<file path="src/rtl/tree_stage_param.sv">
// One decision-tree level: fetch a node record, evaluate it as a branch or a leaf, and
// present the result to the bottom and right consumers until each has taken it.
module tree_stage_param #(
    parameter int unsigned SAMPLE_SIZE = 8,
    parameter int unsigned NUM_NODES   = 32,
    parameter int unsigned DATA_SIZE   = 32,
    parameter int unsigned MEM_LATENCY = 1,
    parameter int unsigned LEAF        = 0,
    parameter int unsigned SIGNED_CMP  = 0,
    localparam int unsigned IW = (NUM_NODES > 1) ? $clog2(NUM_NODES) : 1
) (
    input  logic                             clk,
    input  logic                             rst,
    input  logic                             memRdy,
    input  logic                             validIdx,
    input  logic                             validSamp,
    output logic                             received,
    input  logic [SAMPLE_SIZE*DATA_SIZE-1:0] samplesIn,
    input  logic [IW-1:0]                    nodeIdxIn,
    output logic [IW-1:0]                    memReqOut,
    output logic                             memReqValid,
    input  logic [3*DATA_SIZE-1:0]           memBusIn,
    output logic [SAMPLE_SIZE*DATA_SIZE-1:0] samplesOut,
    output logic [IW:0]                      nodeIdxOut,
    output logic [DATA_SIZE-1:0]             dataOut,
    output logic                             errIdx,
    output logic                             validBottom,
    output logic                             validRight,
    input  logic                             bottomRec,
    input  logic                             rightRec
);

    localparam int unsigned SW = SAMPLE_SIZE * DATA_SIZE;
    localparam logic [3:0] CNT_INIT = (MEM_LATENCY > 0) ? 4'(MEM_LATENCY - 1) : 4'd0;

    typedef enum logic [1:0] {StIdle, StWait, StHold} state_e;

    state_e               state_q, state_d;
    logic [3:0]           cnt_q, cnt_d;
    logic [SW-1:0]        samp_q;
    logic [IW-1:0]        idx_q;
    logic                 b_done_q, b_done_d, r_done_q, r_done_d;
    logic [IW:0]          node_idx_q;
    logic [DATA_SIZE-1:0] data_q;
    logic                 err_q;

    logic                 accept, capture, b_take, r_take;
    logic [SW-1:0]        cur_samp;
    logic [IW-1:0]        cur_idx;
    logic [DATA_SIZE-1:0] f_sidx, f_mid, f_off, cur, mac;
    logic                 f_err, gt;
    logic [IW:0]          node_idx_res;
    logic [DATA_SIZE-1:0] data_res;

    // Asserting rst forces every combinational output low as well.
    assign accept = (state_q == StIdle) & memRdy & validIdx & validSamp & ~rst;

    // With zero latency the record arrives in the accept cycle, before anything is latched.
    assign cur_samp = (MEM_LATENCY == 0) ? samplesIn : samp_q;
    assign cur_idx  = (MEM_LATENCY == 0) ? nodeIdxIn : idx_q;

    assign f_sidx = memBusIn[3*DATA_SIZE-1:2*DATA_SIZE];
    assign f_mid  = memBusIn[2*DATA_SIZE-1:DATA_SIZE];
    assign f_off  = memBusIn[DATA_SIZE-1:0];
    assign f_err  = (f_sidx >= DATA_SIZE'(SAMPLE_SIZE));

    always_comb begin
        cur = '0;
        for (int unsigned i = 0; i < SAMPLE_SIZE; i++) begin
            if (f_sidx == DATA_SIZE'(i)) cur = cur_samp[i*DATA_SIZE +: DATA_SIZE];
        end
    end

    always_comb begin
        if (SIGNED_CMP != 0) gt = $signed(cur) > $signed(f_mid);
        else                 gt = cur > f_mid;
    end

    // Truncated product bits are identical for signed and unsigned operands.
    assign mac = cur * f_mid + f_off;

    assign node_idx_res = (LEAF != 0) ? '0 : {cur_idx, gt};
    assign data_res     = (LEAF != 0) ? mac : '0;

    always_comb begin
        state_d     = state_q;
        cnt_d       = cnt_q;
        b_done_d    = b_done_q;
        r_done_d    = r_done_q;
        capture     = 1'b0;
        received    = 1'b0;
        memReqValid = 1'b0;
        memReqOut   = '0;
        validBottom = 1'b0;
        validRight  = 1'b0;
        b_take      = 1'b0;
        r_take      = 1'b0;
        case (state_q)
            StIdle: begin
                if (accept) begin
                    received    = 1'b1;
                    memReqValid = 1'b1;
                    memReqOut   = nodeIdxIn;
                    if (MEM_LATENCY == 0) begin
                        capture = 1'b1;
                        state_d = StHold;
                    end else begin
                        cnt_d   = CNT_INIT;
                        state_d = StWait;
                    end
                end
            end
            StWait: begin
                if (cnt_q == 4'd0) begin
                    capture = 1'b1;
                    state_d = StHold;
                end else begin
                    cnt_d = cnt_q - 4'd1;
                end
            end
            StHold: begin
                validBottom = ~b_done_q;
                validRight  = ~r_done_q;
                b_take      = validBottom & bottomRec;
                r_take      = validRight & rightRec;
                if ((b_done_q | b_take) & (r_done_q | r_take)) begin
                    state_d  = StIdle;
                    b_done_d = 1'b0;
                    r_done_d = 1'b0;
                end else begin
                    b_done_d = b_done_q | b_take;
                    r_done_d = r_done_q | r_take;
                end
            end
            default: state_d = StIdle;
        endcase
    end

    always_ff @(posedge clk or posedge rst) begin
        if (rst) begin
            state_q    <= StIdle;
            cnt_q      <= '0;
            samp_q     <= '0;
            idx_q      <= '0;
            b_done_q   <= 1'b0;
            r_done_q   <= 1'b0;
            node_idx_q <= '0;
            data_q     <= '0;
            err_q      <= 1'b0;
        end else begin
            state_q  <= state_d;
            cnt_q    <= cnt_d;
            b_done_q <= b_done_d;
            r_done_q <= r_done_d;
            if (accept) begin
                samp_q <= samplesIn;
                idx_q  <= nodeIdxIn;
            end
            if (capture) begin
                node_idx_q <= node_idx_res;
                data_q     <= data_res;
                err_q      <= f_err;
            end
        end
    end

    assign samplesOut = samp_q;
    assign nodeIdxOut = node_idx_q;
    assign dataOut    = data_q;
    assign errIdx     = err_q;

endmodule

</file>
<file path="config.mk">
export PLATFORM = sky130hd
export DESIGN_NAME = tree_stage_param
export DESIGN_NICKNAME = d
export VERILOG_FILES = /design/src/rtl/tree_stage_param.sv
export SDC_FILE = /design/constraint.sdc
export NUM_CORES = 1
export LEC_CHECK = 0
export ABC_AREA = 1
export CELL_PAD_IN_SITES_DETAIL_PLACEMENT = 1
export CELL_PAD_IN_SITES_GLOBAL_PLACEMENT = 1
export CORE_AREA = 2 2 259 261
export CTS_BUF_LIST = sky130_fd_sc_hd__clkbuf_16
export DETAILED_ROUTE_END_ITERATION = 10
export DIE_AREA = 0 0 261 263
export GPL_TIMING_DRIVEN = 0
export PLACE_DENSITY_LB_ADDON = 0.1
export SLEW_MARGIN = 40
export SYNTH_ARGS = -nofsm -noshare
export SYNTH_HDL_FRONTEND = slang
export SYNTH_SLANG_ARGS = --single-unit
</file>
<file path="constraint.sdc">
create_clock -name clk -period 23.1 [get_ports clk]
set_clock_uncertainty 0.1 [all_clocks]
set_input_delay 3.465 -clock clk [delete_from_list [all_inputs] [get_ports clk]]
set_output_delay 3.465 -clock clk [all_outputs]
set_load 0.01 [all_outputs]
</file>
# After elaboration in Yosys (flattened, before gate mapping)
# Cells that the tools add are included.
[op_classes] add_sub_neg=1 n_lt_le_gt_ge=2 eq_ne=13 muxes=25 n_bitwise=12 n_reduce_logical=6
[op_table] op="32-bit 2-to-1 mux" n=8
[op_table] op="32-bit by 3-bit == test with 1-bit output, second input constant" n=4
[op_table] op="32-bit by 2-bit == test with 1-bit output, second input constant" n=2
[op_table] op="32-bit by 1-bit == test with 1-bit output, second input constant" n=1
[op_table] op="32-bit by 4-bit >= comparator with 1-bit output, second input constant" n=1
[op_table] op="32-bit greater-than comparator" n=1
[op_table] op="32-bit logical NOT" n=1
[op_table] op="5-bit 2-to-1 mux" n=2
[op_table] op="1-bit 2-to-1 mux" n=8
[op_table] op="4-bit 2-to-1 mux" n=2
[op_table] op="2-bit != test, second input constant" n=4
[op_table] op="4-bit one-hot mux with 2 select lines" n=1
[op_table] op="1-bit AND" n=7
[op_table] op="2-bit 2-to-1 mux" n=3
[op_table] op="2-bit one-hot mux with 3 select lines" n=1
[op_table] op="3-bit AND reduction" n=2
[op_table] op="4-bit logical NOT" n=1
[op_table] op="4-bit by 1-bit subtractor with 4-bit output, second input constant" n=1
[op_table] op="1-bit inverter" n=3
[op_table] op="2-bit by 1-bit == test with 1-bit output, second input constant" n=1
[op_table] op="2-bit == test, second input constant" n=1
[op_table] op="2-bit logical NOT" n=1
[op_table] op="1-bit OR" n=2
[op_table] op="2-bit nonzero test" n=1
[totals] register_bits=276 inputBits=364 elab_cells=67

# Longest topological paths before layout
# Gate-level depths: netlist of the first run.
[depth] depth_word=10 ltp_mapped=25

# Least setup slack after synthesis of the first run
# OpenSTA, ideal clock, no wires.
[synth_timing] path_kind="in2out" startpoint="input rst" endpoint="output received" arrival_ps=10251 path_slack_ps=9284 path_stages=7 path_cell_list="inv_1 > nand2_1 > nor2_1 > nand3_1 > inv_2 > clkbuf_1 > buf_4"
[synth_between] elab_chain_cells=4
[synth_rtl] element="start, declared" line_no="13" source="input logic rst,"
[synth_rtl] element="1-bit inverter" line_no="56" source="assign accept = (state_q == StIdle) & memRdy & validIdx & validSamp & ~rst;"
[synth_rtl] element="1-bit AND" line_no="56"
[synth_rtl] element="1-bit 2-to-1 mux (2 in series)"
[synth_rtl] element="end, declared" line_no="17" source="output logic received,"
# Every way passes these cells.

# Worst setup path after layout of the first run
[layout_timing] startpoint="input rst" endpoint="output received"
[layout_between] elab_chain_cells=4
[layout_rtl] element="1-bit inverter" line_no="56"
[layout_rtl] element="1-bit AND" line_no="56"
[layout_rtl] element="1-bit 2-to-1 mux" line_no="100" source="if (accept) begin"
[layout_rtl] element="1-bit 2-to-1 mux" line_no="98" source="case (state_q)"
# Every way passes these cells.

==> impl_results.md, run 1 <==
- TritonRoute pass-1 iters: 5
- Total of max-cap violations: 0
- Final setup fails: 0
- RSZ-0062 raised after global routing: no
- Area occupied by registers: 6910 um^2
- Yosys warns: 0
- WL final: 82.8 mm
- Core area: 65600 um^2
- R2R depth: 16
- Post-synthesis cell type count: 41
- Setup TNS: 0 ns
- Setup bufs post-CTS: 0
- Die area: 68600 um^2
- Global-route wire length before repair: 117 mm
- CTS tree: yes
- Worst setup path class: in2out
- Status: complete, no violations
- Routed length per instance: 23.9 um
- Via density: 4.46
- Worst hold path class: reg2reg
- Longest Clk Path Bufs: 3
- Largest net degree at the start of global routing: 71
- VDD IR max: 0.0552 mV
- I/O pins: 668
- # hold bufs at CTS: 0
- Non-Filler Instances: 3468
- Gate Count Post-Synth: 1894
- Multi-input gate area: 6310 um^2
- Crit end category: output port
- Row Count: 94
- Worst hold endpoint: nodeIdxOut[5]
- Clk Latency, worst-skew pair: 0.58 ns
- R2R Setup Slk: 20.25 ns
- Worst Max-Slew Pin Slew: 0.837 ns
- Layout cells sized above 1: 0.0620
- # DRC: 0
- Vias in the first global route: 16.3k
- TritonCTS buffer count: 37
- Post-synth ARST share: 1.00
- Worst-path fanout max: 68
- Worst Setup Start Kind: primary input
- Initial antenna violation count: 12
- Grt ovf: 0
- Die X: 261 um
- Final-layout fill cell count: 7825
- Top_reg_cell synth: dfrtp_1
- Post-CTS Resized: 0
- Clock root buffer: clkbuf_16
- Syn Area/Cell: 7.52 um^2
- Gr usage total: 0.237
- DR vias: 15.5k
- DP HPWL: 68.4 mm
- Post-synth EDFFs: 0
- Mapped Area: 14200 um^2
- Final Hold Fails: 0
- Leakage: 11.0 nW
- DRT iter0 DRCs: 802
- Reg-to-Reg Start: samplesOut[3]
- Post-route ant nets: 0
- Port buffer count: 602
- Achievable Freq: 0.0974 GHz
- GPL Wtd Cong: 0.864
- Slew headroom: 0.442
- Max-slew violation count: 0
- Register area share after synthesis: 0.485
- Area Overhead vs Synth: 60.0%
- Htree depth: 2
- Power Density: 115 nW/um^2
- Final #Nets: 2968
- Inst Count DP: 3395
- Chip Height: 263 um
- CTS Sinks: 276
- Fin crit share: 0.445
- Clock period minus worst slack: 10.27 ns
- Critical Path RT: 19.54 ns
- Synthesized flop and latch total: 276
- Worst-path clk slew: 0.05 ns
- Initial Util: 0.217
- Hold Crit Start: nodeIdxOut[5]
- Worst Path Arrival: 6.71 ns
- Hold Path Depth: 2
- Worst R2R End: nodeIdxOut[0]
[placed cells by master (no fill, tap or decap), types with 2 or more instances in the layout]
cell type        count
a21oi_1             63
a21oi_2              9
buf_16               4
buf_2               24
buf_4               37
buf_6                7
bufinv_16            4
clkbuf_1            70
clkbuf_16           37
clkbuf_2             2
clkdlybuf4s50_1    602
clkinv_1            11
clkinv_2             4
clkinv_8             2
conb_1              32
dfrtp_1            276
diode_2              8
ha_1                34
inv_1              100
inv_2                6
inv_6                2
nand2_1            953
nand2_2              2
nand3_1             22
nand4_1             69
nor2_1              78
nor2_2               5
nor2_4               6
nor3_1               5
o2111ai_1           25
o21ai_0             40
o21ai_1             43
or2_0                3
or2_2                2
[cells by family (layout without fill, tap and decap cells)]
| logic type | after synthesis | in the layout | share of synthesized area |
|---|---|---|---|
| adder cells (fa/ha/maj) | 34 | 34 | 0.0299 |
| other | 1 | 40 | 0.000263 |
| XOR/XNOR | 1 | 1 | 0.000615 |
| flip-flops | 276 | 276 | 0.485 |
| AND/OR/NAND/NOR | 1150 | 1150 | 0.327 |
| AO/OA/AOI/OAI | 189 | 189 | 0.0771 |
| buffers and inverters | 243 | 914 | 0.0798 |
[routing by layer]
layer	up-vias	GRT usage	part of all wire
li1	7306	-	-
met1	7625	0.299	0.42
met2	442	0.402	0.49
met3	93	0.0531	0.065
met4	10	0.0662	0.026
met5	-	0	0.00083
[final cells by class]
class	instances	share of cell area
multi-input cells	1406	0.277
inverters	103	0.0174
diodes	8	0.000879
clock inverters	28	0.0110
clock buffers	37	0.0407
repair buffers	606	0.269
well taps	864	0.0475
plain buffers	140	0.0329
flip-flops and latches	276	0.303
[Yosys cell counts, types with 2 or more instances]
cell / count / area [um^2]
nand2_1: 953 / 3580
nand4_1: 69 / 432
buf_2: 24 / 120
nor2_4: 6 / 67.6
buf_6: 7 / 78.8
a21oi_1: 63 / 315
nand3_1: 22 / 110
inv_1: 95 / 357
nand2_2: 2 / 12.5
o21ai_1: 43 / 215
or2_2: 2 / 12.5
a21oi_2: 9 / 78.8
o21ai_0: 40 / 200
nor2_2: 5 / 31.3
buf_4: 37 / 278
clkbuf_1: 72 / 270
inv_2: 6 / 22.5
nor3_1: 5 / 25.0
or2_0: 3 / 18.8
nor2_1: 78 / 293
o2111ai_1: 25 / 219
ha_1: 34 / 425
dfrtp_1: 276 / 6910
[power by group]
| part | internal [W] | leakage (nW) | total, W | switching [W] |
|---|---|---|---|---|
| Sequential | 0.000728 | 3.49 | 0.000998 | 0.000270 |
| Clock | 0.000337 | 0.599 | 0.000578 | 0.000241 |
| Combinational | 0.000556 | 6.88 | 0.00105 | 0.000490 |
| Total | 0.00162 | 11.0 | 0.00262 | 0.00100 |
[registers in the layout (all words and copies together) (netlist names)]
register,cells
b_done_q,1
nodeIdxOut,6
cnt_q,4
errIdx,1
cur_idx,5
r_done_q,1
samplesOut,256
state_q,2
[per-stage QoR]
step           power, W  setup WS [ns]  utilization  hold WS [ns]  cell area (um^2)
2_1_floorplan   0.00126           9.28            -         0.349             14400
3_3_place_gp    0.00204           4.43        0.327         0.355             21500
3_5_place_dp    0.00206          12.74        0.329         0.365             21600
4_1_cts         0.00266          12.73        0.347         0.379             22800
5_1_grt         0.00277          12.63        0.347         0.404             22800
6_report        0.00262          12.83        0.347         0.376             22800
[how the worst max path moves through the flow]
| stage | startpoint | slack (ns) | cells after the start | endpoint |
|---|---|---|---|---|
| 3_5_place_dp | rst | 12.74 | 10 | received |
| 2_1_floorplan | rst | 9.28 | 7 | received |
| 5_1_grt | rst | 12.63 | 10 | received |
| 4_1_cts | rst | 12.73 | 10 | received |
| 3_3_place_gp | rst | 4.43 | 9 | received |
| 6_report | rst | 12.83 | 10 | received |
[critical path: stages]
cell and delay (ns):
clkdlybuf4s50_1 0.50, inv_8 0.33, buf_16 0.34, nand2_1 0.08
nor2_1 0.15, nand3_1 0.18, inv_2 0.24, clkbuf_1 0.60
buf_4 0.22, clkdlybuf4s50_1 0.52
(Power assumes the default switching activity.)
==> run 2: changes to the inputs <==
clock period = 9.3 ns   (was 23.1 ns; I/O delays follow)
==> run 2 against run 1 <==
Sequential power up 150%. Combinational power up 150%. First-iteration DRC count up 7.7%. Global-route usage up 0.23 points. Total power up 150%. Clock power rose to 2.5 times the previous value. Cell area up 1.2%. Count of clock-buffer cells in the layout up 1. Non-clock buffer count up 12. Die area unchanged. Critical endpoint unchanged. Highest routed layer unchanged.
==> impl_results.md, run 2 (synthesis results as in run 1) <==
- Status: complete, no violations
- GPL Wtd Cong: 0.872
- Die X: 261 um
- Most common cell after layout, fill and taps aside: nand2_1
- Switching part of the total power: 0.380
- Routed length per instance: 23.9 um
- Area Overhead vs Synth: 61.8%
- RSZ-0062 raised after global routing: no
- DR vias: 15.5k
- Uppermost layer routed: met5
- I/O pins: 668
- Worst hold path class: reg2reg
- # DRC: 0
- Longest Clk Path Bufs: 3
- CTS tree: yes
- Final Hold Fails: 0
- Grt ovf: 0
- Wire length on met3: 5.88 mm
- Row Count: 94
- CTS Sinks: 276
- Initial Util: 0.217
- Power Density: 284 nW/um^2
- NetSw: 0.00249 W
- Via density: 4.46
- Initial antenna violation count: 14
- Final-layout fill cell count: 7869
- Chip Height: 263 um
- TritonCTS buffer count: 38
- Setup bufs post-CTS: 0
- Pint: 0.00405 W
- Largest net degree at the start of global routing: 25
- Worst Path Arrival: 4.43 ns
- Total of max-cap violations: 0
- Most frequent cells in the layout: 953 x nand2_1, 602 x clkdlybuf4s50_1, 276 x dfrtp_1
- # hold bufs at CTS: 0
- DP HPWL: 69.1 mm
- Critical Path RT: 7.81 ns
- Combinational Power Share: 0.399
- Worst setup path class: in2out
- Port buffer count: 602
- Max reg flops: 256
- Setup ws final: 3.38 ns
- Fin crit share: 0.637
- Vias in the first global route: 16.4k
- Clk network pwr share: 0.223
- Setup TNS: 0 ns
- Clk Latency, worst-skew pair: 0.55 ns
- Post-CTS Resized: 0
- Achievable Freq: 0.169 GHz
- Crit end category: output port
- Pre-CTS setup slack: 3.03 ns
- Worst Max-Slew Pin Slew: 0.817 ns
- Metal-1 WL: 34.4 mm
- WL final: 83.3 mm
- VDD IR max: 0.108 mV
- Sequential share of power: 0.378
- Slew headroom: 0.455
- Die area: 68600 um^2
- Global-route wire length before repair: 118 mm
- Final #Nets: 2981
- Leakage: 11.1 nW
- TritonRoute pass-1 iters: 5
- Max-slew violation count: 0
- Worst-path clk slew: 0.05 ns
- Core area: 65600 um^2
- Clock root buffer: clkbuf_16
- Worst Setup Start Kind: primary input
- Gr usage total: 0.239
- WL met2: 41.2 mm
- Clock period minus worst slack: 5.92 ns
- Layout cells sized above 1: 0.0678
- Final setup fails: 0
- DRT iter0 DRCs: 864
- Htree depth: 2
- Worst-path fanout max: 22
- Post-route ant nets: 0
==> run 2: critical path, cell delays in order <==
cell and delay [ns]:
clkdlybuf4s50_1 0.44, clkinvlp_4 0.28, buf_16 0.21, buf_16 0.19
nand2_1 0.06, nor2_1 0.13, nand3_1 0.17, inv_2 0.22
clkbuf_1 0.57, buf_4 0.21, clkdlybuf4s50_1 0.52
==> run 2: power groups by stage <==
stage / Combinational, W / Clock [W] / Sequential (W)
floorplan: 0.000622 / 0 / 0.00251
global placement: 0.00258 / 0 / 0.00249
detailed placement: 0.00264 / 0 / 0.00250
CTS: 0.00265 / 0.00150 / 0.00249
global route: 0.00281 / 0.00154 / 0.00256
finish: 0.00261 / 0.00146 / 0.00247
==> run 2: area by class of cell <==
type,count,area [um^2],area share
flip-flops and latches,276,6910,0.300
repair buffers,618,6380,0.277
multi-input cells,1406,6310,0.274
well taps,864,1080,0.0469
clock buffers,38,951,0.0413
plain buffers,140,751,0.0326
inverters,103,393,0.0171
clock inverters,28,245,0.0106
diodes,7,17.5,0.000760
==> run 2: worst paths after layout <==
check                         startpoint         endpoint  slack [ns]  cells past startpoint
max reg2reg                samplesOut[3]    nodeIdxOut[0]        6.39                     16
min                        nodeIdxOut[1]    nodeIdxOut[1]        0.37                      2
min in group asynchronous            rst   samplesOut[16]        1.08                      2
max in group asynchronous            rst  samplesOut[186]        6.85                      7
min reg2reg                nodeIdxOut[1]    nodeIdxOut[1]        0.37                      2
max                                  rst         received        3.38                     11
==> run 2: per-stage QoR <==
step                      instances  power, W   util  hold slack, ns  cell area (um^2)
after floorplan                1925   0.00313      -           0.349             14400
after global placement         3391   0.00507  0.327           0.358             21500
after detailed placement       3405   0.00513  0.332           0.362             21800
after CTS                      3471   0.00664  0.351           0.375             23000
after global routing           3478   0.00692  0.351           0.400             23000
final                          3480   0.00654  0.351           0.369             23000
==> run 2: per-layer routing <==
layer,vias to the layer above,global-route usage
met5,-,0
met4,12,0.0525
met3,86,0.0642
met2,434,0.412
met1,7664,0.296
li1,7339,-
==> variant, RTL diff (config.mk and constraints of run 2) <==
`NUM_NODES`: 32 -> 16.
--- a/src/rtl/tree_stage_param.sv
+++ b/src/rtl/tree_stage_param.sv
@@ -4,3 +4,3 @@
     parameter int unsigned SAMPLE_SIZE = 8,
-    parameter int unsigned NUM_NODES   = 32,
+    parameter int unsigned NUM_NODES   = 16,
     parameter int unsigned DATA_SIZE   = 32,
Ports: changed (resized memReqOut, nodeIdxIn and nodeIdxOut); port bits go from 668 to 665. No check against the original RTL was run, so the function may have changed too.
==> variant against run 2 <==
  * Sequential cell count decreased by 2
  * Routed wire length decreased by 4.2%
  * Cell area decreased by 1.8%
  * Critical path depth increased by 1
  * Power decreased by 6.6%
  * Synthesized area decreased by 2.0%
  * Die area unchanged
  * Setup slack got worse by 820 ps
==> variant: results (changes against run 2) <==
- Status: finished clean
- Final net count: 2,944 (-1.2%)
- FF-to-FF path depth: 17 (+1)
- Adder-Cell Fraction of Synth Area: 0.03050 (+0.0006191)
- Top cells by count, synth: 890 x nand2_1, 274 x dfrtp_1, 134 x o21ai_0
- Reg2Reg Setup Slack: 5960 ps (-430 ps)
- Top cells by area, synth: dfrtp_1 49%, nand2_1 24%, o21ai_0 4.8%
- Compound-Gate Fraction of Synth Area: 0.09437 (+0.01729)
- Multi-input gate area: 6113 um^2 (-3.1%)
- PostCTS Resize Cnt: 0 (unchanged)
- DR vias: 15,120 (-2.7%)
- Routed WL: 79.87 mm (-4.2%)
- First-pass GRT wire length: 113.7 mm (-3.4%)
- Insertion delay to the later sink of the worst-skew pair: 570 ps (+20 ps)
- Crit path DAT: 5250 ps (+820 ps)
- Crit-path max cell delay: 550 ps (-20 ps)
- Largest net degree at the start of global routing: 24 (-4.0%)
- Post-synthesis sequential area ratio: 0.4916 (+0.006464)
- Seq/total area: 0.3030 (+0.003207)
- First-pass detailed-route iteration total: 5 (unchanged)
- Gpl congestion: 0.8188 (-6.1%)
- DRT iter0 DRCs: 629 (-27%)
- Share of cells above drive strength 1: 0.05415 (-0.01369)
- Worst vdd ir: 0.1234 mV (+15%)
- Worst hold start: cur_idx[3]
- CTS buffer count: 37 (-2.6%)
- Non-Clock Inverter Count: 116 (+13%)
- Clock Root Buffer: clkbuf_16
- Synth Area in XOR/XNOR: 0.001256 (+0.0006407)
- Seq cells post-synth: 274 (-0.72%)
- Vias in the first global route: 16,150 (-1.3%)
- Critical Path Fanout Max: 21 (-4.5%)
- Count of multi-input combinational gates: 1,375 (-2.2%)
- Setup Fix Bufs, Post-CTS: 0 (unchanged)
- N_diodes: 8 (+1)
- Non-clock buffers: 743 (-2.0%)
- HPWL after DPL: 66.17 mm (-4.3%)
- CLK BUF: 39 (+2.6%)
- Reg-to-reg startpoint: samplesOut[13]
- Worst-Margin Slew: 863.3 ps (+46.15 ps)
- Clock-cell share: 0.04843 (-0.003484)
- Leak: 0.01090 uW (-1.8%)
- Slowest-stage cell, CP: nand3_1
- Final period utilization: 0.7254 (+0.08861)
- Total track usage: 0.2292 (-0.009689)
- Signal buf overhead: 0.3104 (+0.0007332)
- Post-place setup slack: 2379 ps (-650.9 ps)
-- variant: cell count changes after synthesis, moves of 11 or more --
cell              run 2  this run
inv_1                95       110
o21ai_0              40       134
o2111ai_1            25         4
o21bai_1              1        22
buf_2                24        11
nand3_1              22        33
nand2_1             953       890
nand4_1              69        30
o21ai_1              43        14
-- variant: worst min-delay path by stage --
stage,end,cells past startpoint
floorplan,nodeIdxOut[1],2
CTS,nodeIdxOut[4],2
global route,nodeIdxOut[4],2
global placement,nodeIdxOut[3],2
detailed placement,nodeIdxOut[4],2
finish,nodeIdxOut[4],2
-- variant: power by group --
| part | total [uW] | internal, uW | switching (uW) |
|---|---|---|---|
| clock network | 1360 | 778 | 586 |
| logic | 2470 | 1300 | 1170 |
| registers | 2280 | 1760 | 524 |
| total | 6110 | 3830 | 2280 |
-- variant: through the flow --
step	TNS, ps	hold slack (ps)	utilization	std cells	cell area [um^2]
2_1_floorplan	0	349.3	-	1895	14070
3_3_place_gp	-374900	357.2	0.3220	3357	21140
3_5_place_dp	0	365.7	0.3278	3372	21520
4_1_cts	0	376.4	0.3445	3431	22610
5_1_grt	0	404.0	0.3447	3436	22620
6_report	0	373.6	0.3448	3439	22630
-- variant: worst register-to-register path, stage by stage, from the launching register on --
cell	delay, ps
dfrtp_1	460
nand2_1	100
nand3_1	100
nand2_1	100
nand2_1	50
nand2_1	90
nand2_1	100
nand2_1	150
nand2_1	90
nand2_1	90
nand2_1	70
ha_1	290
nand2_1	60
or3_1	400
nor4_1	680
a21oi_1	140
nand2_1	110
nand2_1	50
-- variant: per-layer routing --
| layer | track usage | wire length (um) |
|---|---|---|
| met1 | 0.2849 | 33410 |
| met2 | 0.3951 | 39140 |
| met3 | 0.05758 | 5412 |
| met4 | 0.05544 | 1840 |
| met5 | 0 | 65 |
